===== config.mk =====
export PLATFORM = sky130hd
export DESIGN_NAME = network_tx_queued_flat
export DESIGN_NICKNAME = d
export VERILOG_FILES = /design/src/rtl/network_tx_queued_pkg.sv /design/src/rtl/network_tx_queued_if.sv /design/src/rtl/network_tx_queued_fifo.sv /design/src/rtl/network_tx_queued.sv /design/src/flat_wrapper.sv
export SDC_FILE = /design/constraint.sdc
export NUM_CORES = 1
export LEC_CHECK = 0
export ABC_AREA = 1
export BUFFER_PORTS_ARGS = -buffer_cell sky130_fd_sc_hd__buf_2
export CAP_MARGIN = 20
export CORE_MARGIN = 2
export CORE_UTILIZATION = 55
export CTS_BUF_LIST = sky130_fd_sc_hd__clkbuf_8
export DETAILED_ROUTE_END_ITERATION = 12
export HOLD_SLACK_MARGIN = 0.05
export PLACE_DENSITY = 0.83
export SLEW_MARGIN = 15
export SYNTH_ARGS = -nofsm -noshare
export SYNTH_HDL_FRONTEND = slang
export SYNTH_SLANG_ARGS = --single-unit

===== constraint.sdc =====
create_clock -name clk_i -period 7.8 [get_ports clk_i]
set_input_delay 1.17 -clock clk_i [delete_from_list [all_inputs] [get_ports clk_i]]
set_output_delay 1.17 -clock clk_i [all_outputs]
set_load 0.03 [all_outputs]

===== src/rtl/network_tx_queued_pkg.sv =====
// Shared types and helpers for the queued network request path.
// The response-class enum is shared with the core's writeback demux.
package network_tx_queued_pkg;

  typedef enum logic [1:0] {
    e_tx_class_int_wb   = 2'd0,
    e_tx_class_float_wb = 2'd1,
    e_tx_class_ifetch   = 2'd2
  } tx_class_e;

  // Never returns 0, so that a single-entry parameter still yields a usable width.
  function automatic int safe_clog2(input int n);
    return (n <= 1) ? 1 : $clog2(n);
  endfunction

endpackage


===== src/rtl/network_tx_queued_if.sv =====
// Request, issue, response and status signals of network_tx_queued.
// master = packet builder / endpoint side, slave = the queued transmitter.
interface network_tx_queued_if #(
  parameter int packet_width_p = 32,
  parameter int class_width_p  = 2,
  parameter int credit_width_p = 6,
  parameter int num_classes_p  = 3
) ();

  logic                                    req_v_i;
  logic [packet_width_p-1:0]               req_packet_i;
  logic [class_width_p-1:0]                req_class_i;
  logic                                    req_is_load_i;
  logic                                    req_illegal_i;
  logic                                    req_ready_o;
  logic [packet_width_p-1:0]               out_packet_o;
  logic                                    out_v_o;
  logic                                    out_credit_i;
  logic                                    resp_v_i;
  logic [class_width_p-1:0]                resp_class_i;
  logic [credit_width_p-1:0]               credits_o;
  logic [num_classes_p*credit_width_p-1:0] outstanding_o;
  logic                                    idle_o;
  logic                                    error_v_o;
  logic [packet_width_p-1:0]               error_packet_o;
  logic                                    error_clear_i;

  modport master (
    output req_v_i, req_packet_i, req_class_i, req_is_load_i, req_illegal_i,
           out_credit_i, resp_v_i, resp_class_i, error_clear_i,
    input  req_ready_o, out_packet_o, out_v_o, credits_o, outstanding_o,
           idle_o, error_v_o, error_packet_o
  );

  modport slave (
    input  req_v_i, req_packet_i, req_class_i, req_is_load_i, req_illegal_i,
           out_credit_i, resp_v_i, resp_class_i, error_clear_i,
    output req_ready_o, out_packet_o, out_v_o, credits_o, outstanding_o,
           idle_o, error_v_o, error_packet_o
  );

endinterface


===== src/rtl/network_tx_queued_fifo.sv =====
// Small one-read one-write FIFO holding formed request entries.
// ready_o is simply "not full"; there is no bypass path.
module network_tx_queued_fifo
  import network_tx_queued_pkg::*;
#(
  parameter int width_p = 8,
  parameter int els_p   = 4
) (
  input  logic               clk_i,
  input  logic               reset_i,
  input  logic               v_i,
  input  logic [width_p-1:0] data_i,
  output logic               ready_o,
  output logic               v_o,
  output logic [width_p-1:0] data_o,
  input  logic               yumi_i
);

  localparam int ptr_width_lp   = safe_clog2(els_p);
  localparam int count_width_lp = safe_clog2(els_p + 1);
  localparam logic [ptr_width_lp-1:0]   last_ptr_lp = ptr_width_lp'(els_p - 1);
  localparam logic [count_width_lp-1:0] full_cnt_lp = count_width_lp'(els_p);

  logic [width_p-1:0]        mem_r [els_p];
  logic [ptr_width_lp-1:0]   rptr_r, wptr_r;
  logic [count_width_lp-1:0] count_r;
  logic                      enq, deq;

  assign ready_o = (count_r != full_cnt_lp);
  assign v_o     = (count_r != '0);
  assign enq     = v_i & ready_o;
  assign deq     = yumi_i & v_o;
  assign data_o  = mem_r[rptr_r];

  // Pointers wrap explicitly so els_p need not be a power of two.
  always_ff @(posedge clk_i or posedge reset_i) begin
    if (reset_i) begin
      rptr_r  <= '0;
      wptr_r  <= '0;
      count_r <= '0;
      for (int i = 0; i < els_p; i++) mem_r[i] <= '0;
    end else begin
      if (enq) begin
        mem_r[wptr_r] <= data_i;
        wptr_r        <= (wptr_r == last_ptr_lp) ? '0 : wptr_r + ptr_width_lp'(1);
      end
      if (deq) rptr_r <= (rptr_r == last_ptr_lp) ? '0 : rptr_r + ptr_width_lp'(1);
      case ({enq, deq})
        2'b10:   count_r <= count_r + count_width_lp'(1);
        2'b01:   count_r <= count_r - count_width_lp'(1);
        default: count_r <= count_r;
      endcase
    end
  end

endmodule


===== src/rtl/network_tx_queued.sv =====
// Queued, credit-throttled request issue for the vanilla core's outgoing link.
// Tracks per-class outstanding loads, latches the first illegal request, reports idle.
module network_tx_queued
  import network_tx_queued_pkg::*;
#(
  parameter int packet_width_p    = 32,
  parameter int els_p             = 4,
  parameter int max_out_credits_p = 32,
  parameter int num_classes_p     = 3
) (
  input logic                clk_i,
  input logic                reset_i,
  network_tx_queued_if.slave bus
);

  localparam int class_width_lp  = safe_clog2(num_classes_p);
  localparam int credit_width_lp = safe_clog2(max_out_credits_p + 1);
  localparam int fifo_width_lp   = packet_width_p + class_width_lp + 1;
  localparam logic [credit_width_lp-1:0] credits_max_lp = credit_width_lp'(max_out_credits_p);

  logic                                     fifo_ready, fifo_v, enq_v, illegal_v;
  logic                                     send, credits_full;
  logic [fifo_width_lp-1:0]                 fifo_wdata, fifo_rdata;
  logic [packet_width_p-1:0]                head_packet;
  logic [class_width_lp-1:0]                head_class;
  logic                                     head_is_load;
  logic [credit_width_lp-1:0]               credits_r;
  logic [num_classes_p-1:0]                 load_sent, resp_hit, resp_underflow;
  logic [num_classes_p*credit_width_lp-1:0] outstanding_flat;
  logic                                     error_v_r;
  logic [packet_width_p-1:0]                error_packet_r;

  assign enq_v      = bus.req_v_i & ~bus.req_illegal_i;
  assign illegal_v  = bus.req_v_i & fifo_ready & bus.req_illegal_i;
  assign fifo_wdata = {bus.req_packet_i, bus.req_class_i, bus.req_is_load_i};

  network_tx_queued_fifo #(
    .width_p (fifo_width_lp),
    .els_p   (els_p)
  ) req_fifo (
    .clk_i   (clk_i),
    .reset_i (reset_i),
    .v_i     (enq_v),
    .data_i  (fifo_wdata),
    .ready_o (fifo_ready),
    .v_o     (fifo_v),
    .data_o  (fifo_rdata),
    .yumi_i  (send)
  );

  assign {head_packet, head_class, head_is_load} = fifo_rdata;
  assign send         = fifo_v & (credits_r != '0);
  assign credits_full = (credits_r == credits_max_lp);

  // A credit return at the maximum is a protocol error; the count saturates.
  always_ff @(posedge clk_i or posedge reset_i) begin
    if (reset_i) begin
      credits_r <= credits_max_lp;
    end else if (send & ~bus.out_credit_i) begin
      credits_r <= credits_r - credit_width_lp'(1);
    end else if (~send & bus.out_credit_i & ~credits_full) begin
      credits_r <= credits_r + credit_width_lp'(1);
    end
  end

  for (genvar c = 0; c < num_classes_p; c++) begin : g_class
    logic [credit_width_lp-1:0] count_r;

    assign load_sent[c]      = send & head_is_load & (head_class == class_width_lp'(c));
    assign resp_hit[c]       = bus.resp_v_i & (bus.resp_class_i == class_width_lp'(c));
    assign resp_underflow[c] = resp_hit[c] & ~load_sent[c] & (count_r == '0);

    always_ff @(posedge clk_i or posedge reset_i) begin
      if (reset_i) begin
        count_r <= '0;
      end else if (load_sent[c] & ~resp_hit[c]) begin
        count_r <= count_r + credit_width_lp'(1);
      end else if (resp_hit[c] & ~load_sent[c] & (count_r != '0)) begin
        count_r <= count_r - credit_width_lp'(1);
      end
    end

    assign outstanding_flat[c*credit_width_lp +: credit_width_lp] = count_r;
  end

  // A same-cycle clear loses to a new illegal request, which is then captured.
  always_ff @(posedge clk_i or posedge reset_i) begin
    if (reset_i) begin
      error_v_r      <= 1'b0;
      error_packet_r <= '0;
    end else if (illegal_v) begin
      error_v_r <= 1'b1;
      if (~error_v_r | bus.error_clear_i) error_packet_r <= bus.req_packet_i;
    end else if (bus.error_clear_i) begin
      error_v_r <= 1'b0;
    end
  end

  assign bus.req_ready_o    = fifo_ready;
  assign bus.out_v_o        = send;
  assign bus.out_packet_o   = head_packet;
  assign bus.credits_o      = credits_r;
  assign bus.outstanding_o  = outstanding_flat;
  assign bus.idle_o         = ~fifo_v & credits_full & (outstanding_flat == '0);
  assign bus.error_v_o      = error_v_r;
  assign bus.error_packet_o = error_packet_r;

`ifndef SYNTHESIS
  assert property (@(posedge clk_i) disable iff (reset_i)
    !(bus.out_credit_i & ~send & credits_full));
  assert property (@(posedge clk_i) disable iff (reset_i)
    (resp_underflow == '0));
`endif

endmodule


===== src/flat_wrapper.sv =====
// flat-port wrapper written by rule: the top's interface ports become plain ports
module network_tx_queued_flat import network_tx_queued_pkg::*;
#(
  parameter int packet_width_p    = 32,
  parameter int els_p             = 4,
  parameter int max_out_credits_p = 32,
  parameter int num_classes_p     = 3
)
  (clk_i, reset_i, bus_req_v_i, bus_req_packet_i, bus_req_class_i, bus_req_is_load_i, bus_req_illegal_i, bus_out_credit_i, bus_resp_v_i, bus_resp_class_i, bus_error_clear_i, bus_req_ready_o, bus_out_packet_o, bus_out_v_o, bus_credits_o, bus_outstanding_o, bus_idle_o, bus_error_v_o, bus_error_packet_o);
  network_tx_queued_if #(.packet_width_p(packet_width_p), .class_width_p((safe_clog2((3)))), .credit_width_p((safe_clog2((32) + 1))), .num_classes_p(num_classes_p)) bus_i ();
  input logic clk_i;
  input logic reset_i;
  input wire logic [$bits(bus_i.req_v_i)-1:0] bus_req_v_i;
  input wire logic [$bits(bus_i.req_packet_i)-1:0] bus_req_packet_i;
  input wire logic [$bits(bus_i.req_class_i)-1:0] bus_req_class_i;
  input wire logic [$bits(bus_i.req_is_load_i)-1:0] bus_req_is_load_i;
  input wire logic [$bits(bus_i.req_illegal_i)-1:0] bus_req_illegal_i;
  input wire logic [$bits(bus_i.out_credit_i)-1:0] bus_out_credit_i;
  input wire logic [$bits(bus_i.resp_v_i)-1:0] bus_resp_v_i;
  input wire logic [$bits(bus_i.resp_class_i)-1:0] bus_resp_class_i;
  input wire logic [$bits(bus_i.error_clear_i)-1:0] bus_error_clear_i;
  output wire logic [$bits(bus_i.req_ready_o)-1:0] bus_req_ready_o;
  output wire logic [$bits(bus_i.out_packet_o)-1:0] bus_out_packet_o;
  output wire logic [$bits(bus_i.out_v_o)-1:0] bus_out_v_o;
  output wire logic [$bits(bus_i.credits_o)-1:0] bus_credits_o;
  output wire logic [$bits(bus_i.outstanding_o)-1:0] bus_outstanding_o;
  output wire logic [$bits(bus_i.idle_o)-1:0] bus_idle_o;
  output wire logic [$bits(bus_i.error_v_o)-1:0] bus_error_v_o;
  output wire logic [$bits(bus_i.error_packet_o)-1:0] bus_error_packet_o;
  assign bus_i.req_v_i = bus_req_v_i;
  assign bus_i.req_packet_i = bus_req_packet_i;
  assign bus_i.req_class_i = bus_req_class_i;
  assign bus_i.req_is_load_i = bus_req_is_load_i;
  assign bus_i.req_illegal_i = bus_req_illegal_i;
  assign bus_i.out_credit_i = bus_out_credit_i;
  assign bus_i.resp_v_i = bus_resp_v_i;
  assign bus_i.resp_class_i = bus_resp_class_i;
  assign bus_i.error_clear_i = bus_error_clear_i;
  assign bus_req_ready_o = bus_i.req_ready_o;
  assign bus_out_packet_o = bus_i.out_packet_o;
  assign bus_out_v_o = bus_i.out_v_o;
  assign bus_credits_o = bus_i.credits_o;
  assign bus_outstanding_o = bus_i.outstanding_o;
  assign bus_idle_o = bus_i.idle_o;
  assign bus_error_v_o = bus_i.error_v_o;
  assign bus_error_packet_o = bus_i.error_packet_o;
  network_tx_queued #(.packet_width_p(packet_width_p), .els_p(els_p), .max_out_credits_p(max_out_credits_p), .num_classes_p(num_classes_p)) u_core (.clk_i(clk_i), .reset_i(reset_i), .bus(bus_i));
endmodule

==> summary.txt <==
STA
  – Worst Hold Slack: 0.480 ns
  – Unrepaired setup endpoints after global routing: false
  – Hold Vio Cnt, Final: 0
  – Final Cycle Share: between 50% and 60%
  – Slew HR: between 30% and 40%
  – Measured slew at the worst slew-check pin: a little over 1 ns
  – Finish-stage setup viols: 0
  – Setup tns final: 0 ns
  – Peak Freq: about 0.24 GHz
  – Final Slew Violations: 0
  – Worst Slack Setup Final: between 3 and 4 ns
  – Period minus WS final: around 4.2 ns
  – Clk_skew: between 0.02 and 0.025 ns

Placed design
  – Hpwl dp: about 14 mm
  – Routability cong.: ~0.8
  – Area after DPL: 0.0107 sq mm
  – Dpl ws: between 4 and 5 ns
  – IO Port Bufs: approximately 140
  – Placed Cells: ~1400

Clock network
  – Clk buf depth: 3
  – Post-CTS Hold Fix Bufs: 0
  – CTS H-Tree Depth: 2
  – Later-pin clock latency in the skew report: roughly 0.52 ns
  – Post-CTS sizing: 0
  – Setup Buffers After CTS: 0
  – Reg clk slew, reported paths: about 0.060 ns
  – CTS sink count: about 200
  – Clock root buffer: clkbuf_8
  – CTS tree: done
  – CTS Buf Count: 36

Pwr
  – VDD IR max: 307 uV
  – P_leak: 5.39 nW
  – Pwr per Cell Area: about 500 mW/mm^2
  – Total Power: about 5.8 mW

Drt
  – Via count: between 8000 and 9000
  – DRT Pass-1 Iters: 5
  – Final wirelength: ~22 mm
  – Routed len/inst: approximately 15 um
  – DRT iter0 DRCs: approximately 480
  – Vias per cell: 5.42
  – Post-DRT Antenna Nets: 0
  – DRC violations left: 0

Worst setup path
  – Critical Path RT: 6.63 ns
  – Worst Path Max Fanout: 34
  – Critical Path Slowest Stage Cell: dfrtp_1
  – CP cell instances: inv_1, buf_4, o21ai_0, o22ai_1, buf_2
  – Reg2reg path depth: 15
  – CP endpoint kind: output port
  – Worst r2r dst: u_core.g_class[1].count_r[5]$_DFFE_PP0P_
  – RR Startpoint: u_core.req_fifo.rptr_r[0]$_DFFE_PP0P_
  – Crit path kind: flop to output port
  – CP Data Arrival Time: 2.98 ns
  – Worst Setup EP: bus_out_packet_o[13]
  – CP Launch Type: flop
  – CP startpoint: u_core.req_fifo.rptr_r[1]$_DFFE_PP0P_
  – Max incr delay on CP: approximately 0.77 ns
  – Worst reg-to-reg setup slack: 4.17 ns

Synthesis
  – Largest cells by area after synthesis: dfrtp_1 51%, nand2_1 10%, o21a_1 9.3%
  – Post-synth top area cell: dfrtp_1
  – Dominant synthesized flop cell: dfrtp_1
  – Count leader, synth: nand2_1
  – Seq/Total Area, Yosys: 51.4%
  – Post-synth top area share: between 50% and 60%
  – Post-synth EDFFs: 0
  – Post-synth top cells: 276 x nand2_1, 203 x dfrtp_1, 123 x o21a_1
  – Syn nets: between 1000 and 1500
  – Gate Count Post-Synth: 1124
  – Synth Cell Area: between 0.009 and 0.01 sq mm
  – Syn_area_per_cell: between 8 and 9 sq um
  – FF+latch count, synth: 204
  – Asr flop ratio synth: 100%
  – Post-synth cell types: 36
  – Synth Warn #: 0

Floorplan
  – Die width: roughly 140 um
  – Core Area: ~0.018 sq mm
  – Initial Utilization: between 50% and 60%
  – I/O pin total: between 100 and 150
  – DIE AREA: between 0.015 and 0.02 sq mm
  – Die Ht: between 100 and 150 um
  – Row cnt: between 40 and 50

Global routing
  – Vias in the first global route: between 8000 and 9000
  – Initial antenna violation count: 0
  – Largest net degree at the start of global routing: between 100 and 150
  – First-pass GRT wire length: between 30 and 40 mm
  – Grt ovf: 0
  – GRT Resource Usage Total: about a quarter

Layout
  – Final Core Density: between 60% and 70%
  – Area growth syn-to-layout: 14.6%
  – Filler cells: roughly 1500
  – Fin nets: between 1000 and 1500
  – Cell area after layout: 0.0114 sq mm
  – Final Non-Filler Cells: ~1500
  – # diodes: 0
  – Layout cells sized above 1: between 10% and 20%

Min path
  – Hold crit path type: flop to flop

Status
  – Status: completed

Job
  – Max-cap violations: 0
registers in the layout, summed over array words and instances (netlist names):
| register | flops |
|---|---|
| u_core.bus.credits_o | 6 |
| u_core.bus.error_packet_o | 32 |
| u_core.bus.error_v_o | 1 |
| u_core.g_class.count_r | 18 |
| u_core.req_fifo.count_r | 3 |
| u_core.req_fifo.mem_r | 140 |
| u_core.req_fifo.rptr_r | 2 |
| u_core.req_fifo.wptr_r | 2 |
cell type report:
class | instances | area (sq um) | share of cell area, %
sequential | 204 | 5110 | 44.9
timing repair buffer | 143 | 748 | 6.57
inverter | 93 | 359 | 3.16
multi-input combinational | 770 | 4180 | 36.8
tap | 229 | 287 | 2.52
clock buffer | 42 | 578 | 5.08
clock inverter | 22 | 119 | 1.04
kinds of logic after synthesis:
logic type | count (synthesis) | share of synthesized area (%)
AO/OA/AOI/OAI | 307 | 19.1
XOR/XNOR | 15 | 1.32
adder cells (fa/ha/maj) | 27 | 3.78
buffers and inverters | 150 | 6.58
flip-flops | 204 | 51.4
AND/OR/NAND/NOR | 421 | 17.8
per-layer routing:
metal / vias up / share of wire [%] / track usage [%]
met5: - / 0 / 0
met4: 0 / 2.0 / 7.25
met3: 43 / 6.0 / 4.71
met2: 261 / 49 / 40.3
met1: 3885 / 43 / 31.5
li1: 3962 / - / -
power breakdown:
group	internal (mW)	switching, mW
clock network	0.522	0.431
registers	1.58	0.342
logic	1.04	1.89
total	3.15	2.66
placed cells by master, fill, tap and decap left out, types with 2 or more instances in the layout:
cell type,synthesis,layout
nor3_1,2,2
o21ai_1,10,10
dfrtp_1,203,202
inv_1,88,104
nand4_1,9,9
nand2_2,6,6
o22ai_1,27,27
a31oi_1,3,3
clkinvlp_4,0,2
nor2_2,4,3
clkbuf_8,0,42
nand2_4,2,2
xor2_1,9,9
nand2_1,276,276
a21oi_1,18,18
nor2_1,76,76
nor2_4,2,3
o21ai_0,122,122
xnor2_1,6,6
clkinv_2,0,2
nand3_2,3,4
o21a_1,123,123
buf_4,7,7
nor2_8,2,2
buf_2,19,135
inv_2,4,4
nand3_1,37,36
fa_1,5,5
ha_1,22,22
worst min-delay path by stage:
stage	start	to	slack, ns	cells after the start
2_1_floorplan	u_core.req_fifo.mem_r[43]$_DFFE_PP0P_	u_core.req_fifo.mem_r[43]$_DFFE_PP0P_	0.46	1
3_3_place_gp	u_core.bus.error_packet_o[13]$_DFFE_PP0P_	u_core.bus.error_packet_o[13]$_DFFE_PP0P_	0.46	2
3_5_place_dp	u_core.bus.error_packet_o[7]$_DFFE_PP0P_	u_core.bus.error_packet_o[7]$_DFFE_PP0P_	0.47	2
4_1_cts	u_core.bus.error_packet_o[7]$_DFFE_PP0P_	u_core.bus.error_packet_o[7]$_DFFE_PP0P_	0.48	2
5_1_grt	u_core.req_fifo.mem_r[94]$_DFFE_PP0P_	u_core.req_fifo.mem_r[94]$_DFFE_PP0P_	0.49	1
6_report	u_core.bus.error_packet_o[29]$_DFFE_PP0P_	u_core.bus.error_packet_o[29]$_DFFE_PP0P_	0.48	2
critical path: cells and delay by family (launching register included):
family	cells	cell delay (ns)
buf+inv	3	1.27
flops	1	0.77
compound gates	2	0.40
Note: power is estimated with default switching activity, not from simulation.
